--- src/rtl/vga_bank_fader.sv ---
// vga_bank_fader: VGA scan engine with frame-stepped fade-out / bank switch / fade-in.
// Optional macro: VGA_TEST_PATTERN_EN adds i_test_mode, which swaps RAM pixels for 8 colour bars.
// Ports:
//   clk, rst_n                  pixel clock, async active-low reset
//   i_sel/i_sel_valid/o_sel_ready   picture change request (accepted only in SHOW)
//   o_sel_err                   1-cycle pulse on an accepted out-of-range selection
//   o_pix_bank/o_pix_addr       registered fetch to external sync RAM
//   i_pix_data                  {R,G,B} for the address presented the previous cycle
//   o_frame_start               1-cycle pulse at counter origin
//   VGA_*                       DAC outputs, 2 cycles behind the counters
module vga_bank_fader #(
    parameter int unsigned H_SYNC    = 120,
    parameter int unsigned H_BACK    = 64,
    parameter int unsigned H_DISP    = 800,
    parameter int unsigned H_FRONT   = 56,
    parameter int unsigned V_SYNC    = 6,
    parameter int unsigned V_BACK    = 23,
    parameter int unsigned V_DISP    = 600,
    parameter int unsigned V_FRONT   = 37,
    parameter int unsigned N_PIC     = 4,
    parameter int unsigned FADE_STEP = 32,
    localparam int unsigned SW       = $clog2(N_PIC),
    localparam int unsigned AW       = $clog2(H_DISP * V_DISP)
) (
    input  logic          clk,
    input  logic          rst_n,
`ifdef VGA_TEST_PATTERN_EN
    input  logic          i_test_mode,
`endif
    input  logic [SW-1:0] i_sel,
    input  logic          i_sel_valid,
    output logic          o_sel_ready,
    output logic          o_sel_err,
    output logic [SW-1:0] o_pix_bank,
    output logic [AW-1:0] o_pix_addr,
    input  logic [23:0]   i_pix_data,
    output logic          o_frame_start,
    output logic [7:0]    VGA_R,
    output logic [7:0]    VGA_G,
    output logic [7:0]    VGA_B,
    output logic          VGA_HS,
    output logic          VGA_VS,
    output logic          VGA_BLANK_N,
    output logic          VGA_SYNC_N,
    output logic          VGA_CLK
);

    localparam int unsigned H_TOTAL = H_SYNC + H_BACK + H_DISP + H_FRONT;
    localparam int unsigned V_TOTAL = V_SYNC + V_BACK + V_DISP + V_FRONT;
    localparam int unsigned HW      = $clog2(H_TOTAL);
    localparam int unsigned VW      = $clog2(V_TOTAL);
    localparam int unsigned H_ACT   = H_SYNC + H_BACK;
    localparam int unsigned V_ACT   = V_SYNC + V_BACK;
    localparam int unsigned N_PIX   = H_DISP * V_DISP;
    localparam logic [8:0]  LVL_MAX  = 9'd256;
    localparam logic [8:0]  LVL_STEP = 9'(FADE_STEP);
`ifdef VGA_TEST_PATTERN_EN
    localparam int unsigned BAR_W   = H_DISP / 8;
`endif

    typedef enum logic [1:0] {SHOW, FADE_OUT, FADE_IN} state_e;

    logic [HW-1:0] h_cnt_q, h_cnt_d;
    logic [VW-1:0] v_cnt_q, v_cnt_d;
    logic [AW-1:0] addr_q, addr_d;
    logic          frame_start_c, frame_start_q, frame_start_d;
    logic          disp_s1_q, disp_s1_d, hs_s1_q, hs_s1_d, vs_s1_q, vs_s1_d;
    state_e        state_q, state_d;
    logic [8:0]    level_q, level_d;
    logic [9:0]    lvl_sum_c;
    logic [SW-1:0] bank_q, bank_d, pend_q, pend_d;
    logic          sel_ready_q, sel_ready_d, sel_err_q, sel_err_d;
    logic [23:0]   pix_c;
    logic [7:0]    vga_r_q, vga_r_d, vga_g_q, vga_g_d, vga_b_q, vga_b_d;
    logic          vga_hs_q, vga_hs_d, vga_vs_q, vga_vs_d, vga_bn_q, vga_bn_d;
`ifdef VGA_TEST_PATTERN_EN
    logic [2:0]    bar_s1_q, bar_s1_d;
    logic          tm_s1_q, tm_s1_d;
`endif

    // Per-channel brightness: (c * level) >> 8 with a 17-bit product.
    function automatic logic [7:0] scale(input logic [7:0] c, input logic [8:0] lvl);
        logic [16:0] prod;
        prod = 17'(c) * 17'(lvl);
        return 8'(prod >> 8);
    endfunction

    // S0: scan counters, timing decode and pixel address.
    always_comb begin
        h_cnt_d = h_cnt_q + HW'(1);
        v_cnt_d = v_cnt_q;
        if (h_cnt_q == HW'(H_TOTAL - 1)) begin
            h_cnt_d = '0;
            v_cnt_d = (v_cnt_q == VW'(V_TOTAL - 1)) ? '0 : v_cnt_q + VW'(1);
        end
        frame_start_c = (h_cnt_q == '0) && (v_cnt_q == '0);
        // Registered pulse lines up with the cycle in which the counters sit at origin.
        frame_start_d = (h_cnt_d == '0) && (v_cnt_d == '0);
        disp_s1_d = (h_cnt_q >= HW'(H_ACT)) && (h_cnt_q < HW'(H_ACT + H_DISP)) &&
                    (v_cnt_q >= VW'(V_ACT)) && (v_cnt_q < VW'(V_ACT + V_DISP));
        hs_s1_d = (h_cnt_q >= HW'(H_SYNC));
        vs_s1_d = (v_cnt_q >= VW'(V_SYNC));
`ifdef VGA_TEST_PATTERN_EN
        bar_s1_d = 3'((32'(h_cnt_q) - H_ACT) / BAR_W);
        tm_s1_d  = i_test_mode;
`endif
        addr_d = addr_q;
        if (frame_start_c) begin
            addr_d = '0;
        end else if (disp_s1_d) begin
            addr_d = (addr_q == AW'(N_PIX - 1)) ? '0 : addr_q + AW'(1);
        end
    end

    // Fade FSM: requests are taken any cycle in SHOW; level/state advance on frame start.
    always_comb begin
        state_d   = state_q;
        level_d   = level_q;
        bank_d    = bank_q;
        pend_d    = pend_q;
        sel_err_d = 1'b0;
        lvl_sum_c = 10'(level_q) + 10'(LVL_STEP);
        case (state_q)
            SHOW: begin
                if (i_sel_valid && sel_ready_q) begin
                    if ({1'b0, i_sel} >= (SW + 1)'(N_PIC)) begin
                        sel_err_d = 1'b1;
                    end else if (i_sel != bank_q) begin
                        pend_d  = i_sel;
                        state_d = FADE_OUT;
                    end
                end
            end
            FADE_OUT: begin
                if (frame_start_c) begin
                    level_d = (level_q > LVL_STEP) ? level_q - LVL_STEP : '0;
                    if (level_d == '0) begin
                        bank_d  = pend_q;
                        state_d = FADE_IN;
                    end
                end
            end
            FADE_IN: begin
                if (frame_start_c) begin
                    level_d = (lvl_sum_c >= 10'(LVL_MAX)) ? LVL_MAX : lvl_sum_c[8:0];
                    if (level_d == LVL_MAX) begin
                        state_d = SHOW;
                    end
                end
            end
            default: state_d = SHOW;
        endcase
        sel_ready_d = (state_d == SHOW);
    end

    // S1 -> S2: pixel select, scale and blank.
    always_comb begin
        pix_c = i_pix_data;
`ifdef VGA_TEST_PATTERN_EN
        if (tm_s1_q) begin
            case (bar_s1_q)
                3'd0:    pix_c = 24'hFFFFFF;
                3'd1:    pix_c = 24'hFFFF00;
                3'd2:    pix_c = 24'h00FFFF;
                3'd3:    pix_c = 24'h00FF00;
                3'd4:    pix_c = 24'hFF00FF;
                3'd5:    pix_c = 24'hFF0000;
                3'd6:    pix_c = 24'h0000FF;
                default: pix_c = 24'h000000;
            endcase
        end
`endif
        vga_r_d  = disp_s1_q ? scale(pix_c[23:16], level_q) : '0;
        vga_g_d  = disp_s1_q ? scale(pix_c[15:8],  level_q) : '0;
        vga_b_d  = disp_s1_q ? scale(pix_c[7:0],   level_q) : '0;
        vga_hs_d = hs_s1_q;
        vga_vs_d = vs_s1_q;
        vga_bn_d = disp_s1_q;
    end

    // State and pipeline registers.
    always_ff @(posedge clk or negedge rst_n) begin
        if (!rst_n) begin
            h_cnt_q       <= '0;
            v_cnt_q       <= '0;
            addr_q        <= '0;
            frame_start_q <= 1'b0;
            disp_s1_q     <= 1'b0;
            hs_s1_q       <= 1'b0;
            vs_s1_q       <= 1'b0;
            state_q       <= SHOW;
            level_q       <= LVL_MAX;
            bank_q        <= '0;
            pend_q        <= '0;
            sel_ready_q   <= 1'b1;
            sel_err_q     <= 1'b0;
            vga_r_q       <= '0;
            vga_g_q       <= '0;
            vga_b_q       <= '0;
            vga_hs_q      <= 1'b0;
            vga_vs_q      <= 1'b0;
            vga_bn_q      <= 1'b0;
`ifdef VGA_TEST_PATTERN_EN
            bar_s1_q      <= '0;
            tm_s1_q       <= 1'b0;
`endif
        end else begin
            h_cnt_q       <= h_cnt_d;
            v_cnt_q       <= v_cnt_d;
            addr_q        <= addr_d;
            frame_start_q <= frame_start_d;
            disp_s1_q     <= disp_s1_d;
            hs_s1_q       <= hs_s1_d;
            vs_s1_q       <= vs_s1_d;
            state_q       <= state_d;
            level_q       <= level_d;
            bank_q        <= bank_d;
            pend_q        <= pend_d;
            sel_ready_q   <= sel_ready_d;
            sel_err_q     <= sel_err_d;
            vga_r_q       <= vga_r_d;
            vga_g_q       <= vga_g_d;
            vga_b_q       <= vga_b_d;
            vga_hs_q      <= vga_hs_d;
            vga_vs_q      <= vga_vs_d;
            vga_bn_q      <= vga_bn_d;
`ifdef VGA_TEST_PATTERN_EN
            bar_s1_q      <= bar_s1_d;
            tm_s1_q       <= tm_s1_d;
`endif
        end
    end

    assign o_sel_ready   = sel_ready_q;
    assign o_sel_err     = sel_err_q;
    assign o_pix_bank    = bank_q;
    assign o_pix_addr    = addr_q;
    assign o_frame_start = frame_start_q;
    assign VGA_R         = vga_r_q;
    assign VGA_G         = vga_g_q;
    assign VGA_B         = vga_b_q;
    assign VGA_HS        = vga_hs_q;
    assign VGA_VS        = vga_vs_q;
    assign VGA_BLANK_N   = vga_bn_q;
    assign VGA_SYNC_N    = 1'b0;
    assign VGA_CLK       = clk;

endmodule

--- config.mk ---
export PLATFORM = sky130hd
export DESIGN_NAME = vga_bank_fader
export DESIGN_NICKNAME = d
export VERILOG_FILES = /design/src/rtl/vga_bank_fader.sv
export SDC_FILE = /design/constraint.sdc
export NUM_CORES = 1
export LEC_CHECK = 0
export ABC_AREA = 1
export CORE_AREA = 4 4 152 169
export DETAILED_ROUTE_END_ITERATION = 12
export DIE_AREA = 0 0 156 173
export PLACE_DENSITY_LB_ADDON = 0.2
export SLEW_MARGIN = 10
export SYNTH_ARGS = -nofsm -noshare
export SYNTH_HDL_FRONTEND = slang
export SYNTH_SLANG_ARGS = --single-unit
--- constraint.sdc ---
create_clock -name clk -period 6 [get_ports clk]
set_clock_uncertainty 0.15 [all_clocks]
set_input_delay 1.8 -clock clk [delete_from_list [all_inputs] [get_ports clk]]
set_output_delay 1.8 -clock clk [all_outputs]
set_load 0.005 [all_outputs]
# Word level (Yosys, flattened, before mapping)
# Index checks and enable logic that the tools add are counted.
[totals] output_inout_bits=53 wordCells=82 register_bits=87
[op_classes] eq_ne=9 n_reduce_logical=18 magnitude_cmp=8 n_mul=3 addsub=5 muxes=21
[ops] cell="2-to-1 mux 19 bit" count=3
[ops] cell="multiplier 8 x 9 -> 16 bit" count=3
[ops] cell="2-to-1 mux 9 bit" count=4
[ops] cell="2-to-1 mux 8 bit" count=3
[ops] cell="zero test 11 bit" count=2
[ops] cell="zero test 10 bit" count=2
[ops] cell="2-to-1 mux 10 bit" count=2
[ops] cell="adder 19 x 1 -> 19 bit (second input constant)" count=1
[ops] cell="equality test 19 bit (second input constant)" count=1
[ops] cell="case mux 9 bit (2 select lines)" count=1
[ops] cell="2-to-1 mux 2 bit" count=6
[ops] cell="adder 11 x 1 -> 11 bit (second input constant)" count=1
[ops] cell="equality test 11 bit (second input constant)" count=1
[ops] cell="greater-or-equal comparator 11 x 7 -> 1 bit (second input constant)" count=1
[ops] cell="greater-or-equal comparator 11 x 8 -> 1 bit (second input constant)" count=1
[ops] cell="less-than comparator 11 x 10 -> 1 bit (second input constant)" count=1
[ops] cell="2-to-1 mux 11 bit" count=1
[ops] cell="adder 10 x 1 -> 10 bit (second input constant)" count=1
[ops] cell="adder 9 x 6 -> 10 bit (second input constant)" count=1
[ops] cell="equality test 10 bit (second input constant)" count=1
[ops] cell="greater-or-equal comparator 10 x 3 -> 1 bit (second input constant)" count=1
[ops] cell="greater-or-equal comparator 10 x 5 -> 1 bit (second input constant)" count=1
[ops] cell="greater-or-equal comparator 10 x 9 -> 1 bit (second input constant)" count=1
[ops] cell="less-than comparator 10 bit (second input constant)" count=1
[ops] cell="13 further kinds" count=23

# Logic depth before layout (Yosys ltp)
[logic_depth] depth_word=8 ltp_mapped=24 depth_no_buf=22

==> results.py <==
metrics = {
    "global_routing": {
        "met3_usage_pct": 2.83,
        "grt.overflow.total": 0,
        "grt-busiest-layer": "met2",
        "grt_usage_pct": 21.2,
        "grt_max_degree": 52,
        "grtUsageMet2_pct": 37.5,
        "use_met1_pct": 26.7,
        "grt_pass1_vias": 10428,
        "grt_pass1_wl_um": 47900,
        "antenna_found_initial": 1,
    },
    "setup_path": {
        "path_cells": "clkdlybuf4s50_1, nand2_1, inv_1, fa_1, fa_1, fa_1, inv_1, fa_1, inv_1, ha_1, a21o_1, a31oi_1, nand2_1, a21oi_1, nand2_1, nand2_1, nor2_1",
        "cp.required_ps": 6200,
        "cp_max_fo": 8,
        "path_class": "input pin to flip-flop",
        "cpMaxStageDelayCell": "clkdlybuf4s50_1",
        "slowest_delay_ps": 660,
        "arrival_ps": 5980,
        "cp-end-kind": "flip-flop",
        "crit_path_start_kind": "input pin",
    },
    "synthesis": {
        "postSynth.asyncResetShare_pct": 100,
        "synth_edf_count": 0,
        "postSynthAreaPerCell_um2": 7.09,
        "synth_top_area_cell": "fa_1",
        "yosys-top-cells-area": "fa_1 20%, dfrtp_1 18%, inv_1 14%, nand2_1 13%, ha_1 11%",
        "yosys_warnings": 0,
        "synth_ff_type": "dfrtp_1",
        "yosysSeqAreaShare_pct": 18.3,
        "synthCells": 1675,
        "yosysUniqueCellTypes": 49,
        "synth_top_area_share_pct": 20.2,
        "netlist_area_um2": 11900,
        "ys_seq_elements": 87,
    },
    "die": {
        "core_area_um2": 24100,
        "die_width_um": 156,
        "ios": 82,
        "start_util_pct": 49.3,
        "core.rowCount": 60,
        "die_area_um2": 27000,
        "fp.dieH_um": 173,
    },
    "routing": {
        "wl_per_cell_um": 12.9,
        "drt_iter0_markers": 588,
        "drt_wl_total_um": 27100,
        "vias": 10287,
        "ant_nets": 0,
        "drc": 0,
        "dr.pass1.iters": 6,
        "via_per_inst": 4.91,
    },
    "layout": {
        "synthToLayoutAreaGrowth_pct": 15.3,
        "final_nets": 2037,
        "drive_gt1_share_pct": 8.01,
        "n_antenna_cell": 0,
        "final_common_cell": "inv_1",
        "final_cell_mix": "450 x inv_1, 416 x nand2_1, 120 x fa_1",
        "design_area_um2": 13700,
    },
    "clock_tree": {
        "cts_resized": 0,
        "clk_pin_slew_ps": 70,
        "cts_tree": "built",
        "clk-insertion-delay-late_ps": 460,
        "cts_setup_buffers": 0,
        "postCtsHoldBufs": 0,
    },
    "power_and_ir_drop": {
        "ir_drop_mv": 0.158,
        "totalPowerFinal_mw": 1.34,
        "p_leak_nw": 8.50,
        "power.density_nw_per_um2": 98.0,
    },
    "job": {
        "drv_cap": 0,
    },
    "placement": {
        "numPortBuffers": 79,
        "post-dp-hpwl_um": 21600,
        "placed_cell_area_um2": 13300,
        "gp_congestion": 0.905,
    },
    "timing": {
        "fmax_mhz": 173,
        "finalCritPeriodShare_pct": 96.4,
        "period_needed_ps": 5780,
        "worst_slew_pin_slew_ps": 1100,
        "relSlewSlack_pct": 26.4,
        "finalSetupViolations": 0,
        "report.final.slew_viol_count": 0,
        "rsz0062_at_grt": "false",
        "hold_viol": 0,
        "whs_ps": 212,
    },
    "outcome": {
        "status": "completed",
    },
    "min_path": {
        "hold_class": "flip-flop to flip-flop",
    },
}
metal layers:
layer | wire length (um) | vias to the layer above
met1 | 11500 | 4880
met5 | 13 | -
li1 | - | 5166
met2 | 14000 | 193
met3 | 996 | 46
met4 | 644 | 2
critical path: cells and delay by family:
kind,cells,cell delay (ps)
AOI/OAI and AO/OA,3,530
buffers and inverters,4,880
and+or+nand+nor,5,410
adders and majority gates,5,2370
cell usage after synthesis (22+ instances only):
master and number:
nand4_1 31, inv_1 450, ha_1 107, nor2_1 114, nand3_1 70, nand2_1 416
dfrtp_1 85, a21oi_1 40, fa_1 120, nor3_1 22, o21ai_0 41, clkbuf_1 32
cells by family after synthesis:
logic type,share of synthesized area [%]
compound gates,6.85
xor+xnor,2.06
fa+ha+maj,31.5
buf+inv,16.9
flops,18.3
other cells,0.0316
simple gates,24.3
flip-flops by register name, indices dropped and copies added, names as in the netlist, 2 cells and up:
register / cells
VGA_B: 8
level_q: 9
o_pix_addr: 19
pend_q: 2
VGA_G: 8
v_cnt_q: 10
VGA_R: 8
h_cnt_q: 11
o_pix_bank: 2
state_q: 2
final timing paths:
kind,from,to,slack [ps],depth (start not counted)
min in group asynchronous,rst_n,VGA_B[3],1250,1
worst max register to register,level_q[4],VGA_R[4],1110,14
worst max-delay path,i_pix_data[11],VGA_G[5],220,17
worst min register to register,vga_vs_d,VGA_VS,210,0
max in group asynchronous,rst_n,level_q[8],3430,2
worst min-delay path,vga_vs_d,VGA_VS,210,0
stage by stage:
stage / setup slack [ps] / TNS, ps / cells / utilization (%)
5_1_grt: 8.20 / 0 / 2096 / 56.8
4_1_cts: 225 / 0 / 2096 / 56.8
6_report: 216 / 0 / 2096 / 56.8
2_1_floorplan: 359 / 0 / 1676 / -
3_5_place_dp: -254 / -3610 / 2077 / 55.2
3_3_place_gp: -249 / -2420 / 2077 / 55.2
cell type report:
cell class	instances	area [um2]
clock buffer	13	310
clock inverter	7	72.6
fill	2337	10400
inverter	454	1710
multi-input combinational	1074	7700
sequential	87	2180
tap	310	388
timing repair buffer	151	1340
where the power goes:
part           internal [mW]  switching, mW
Combinational         0.0261         0.0403
Clock                  0.390          0.300
Sequential             0.586              0
Power figures use the tool's default switching activity.
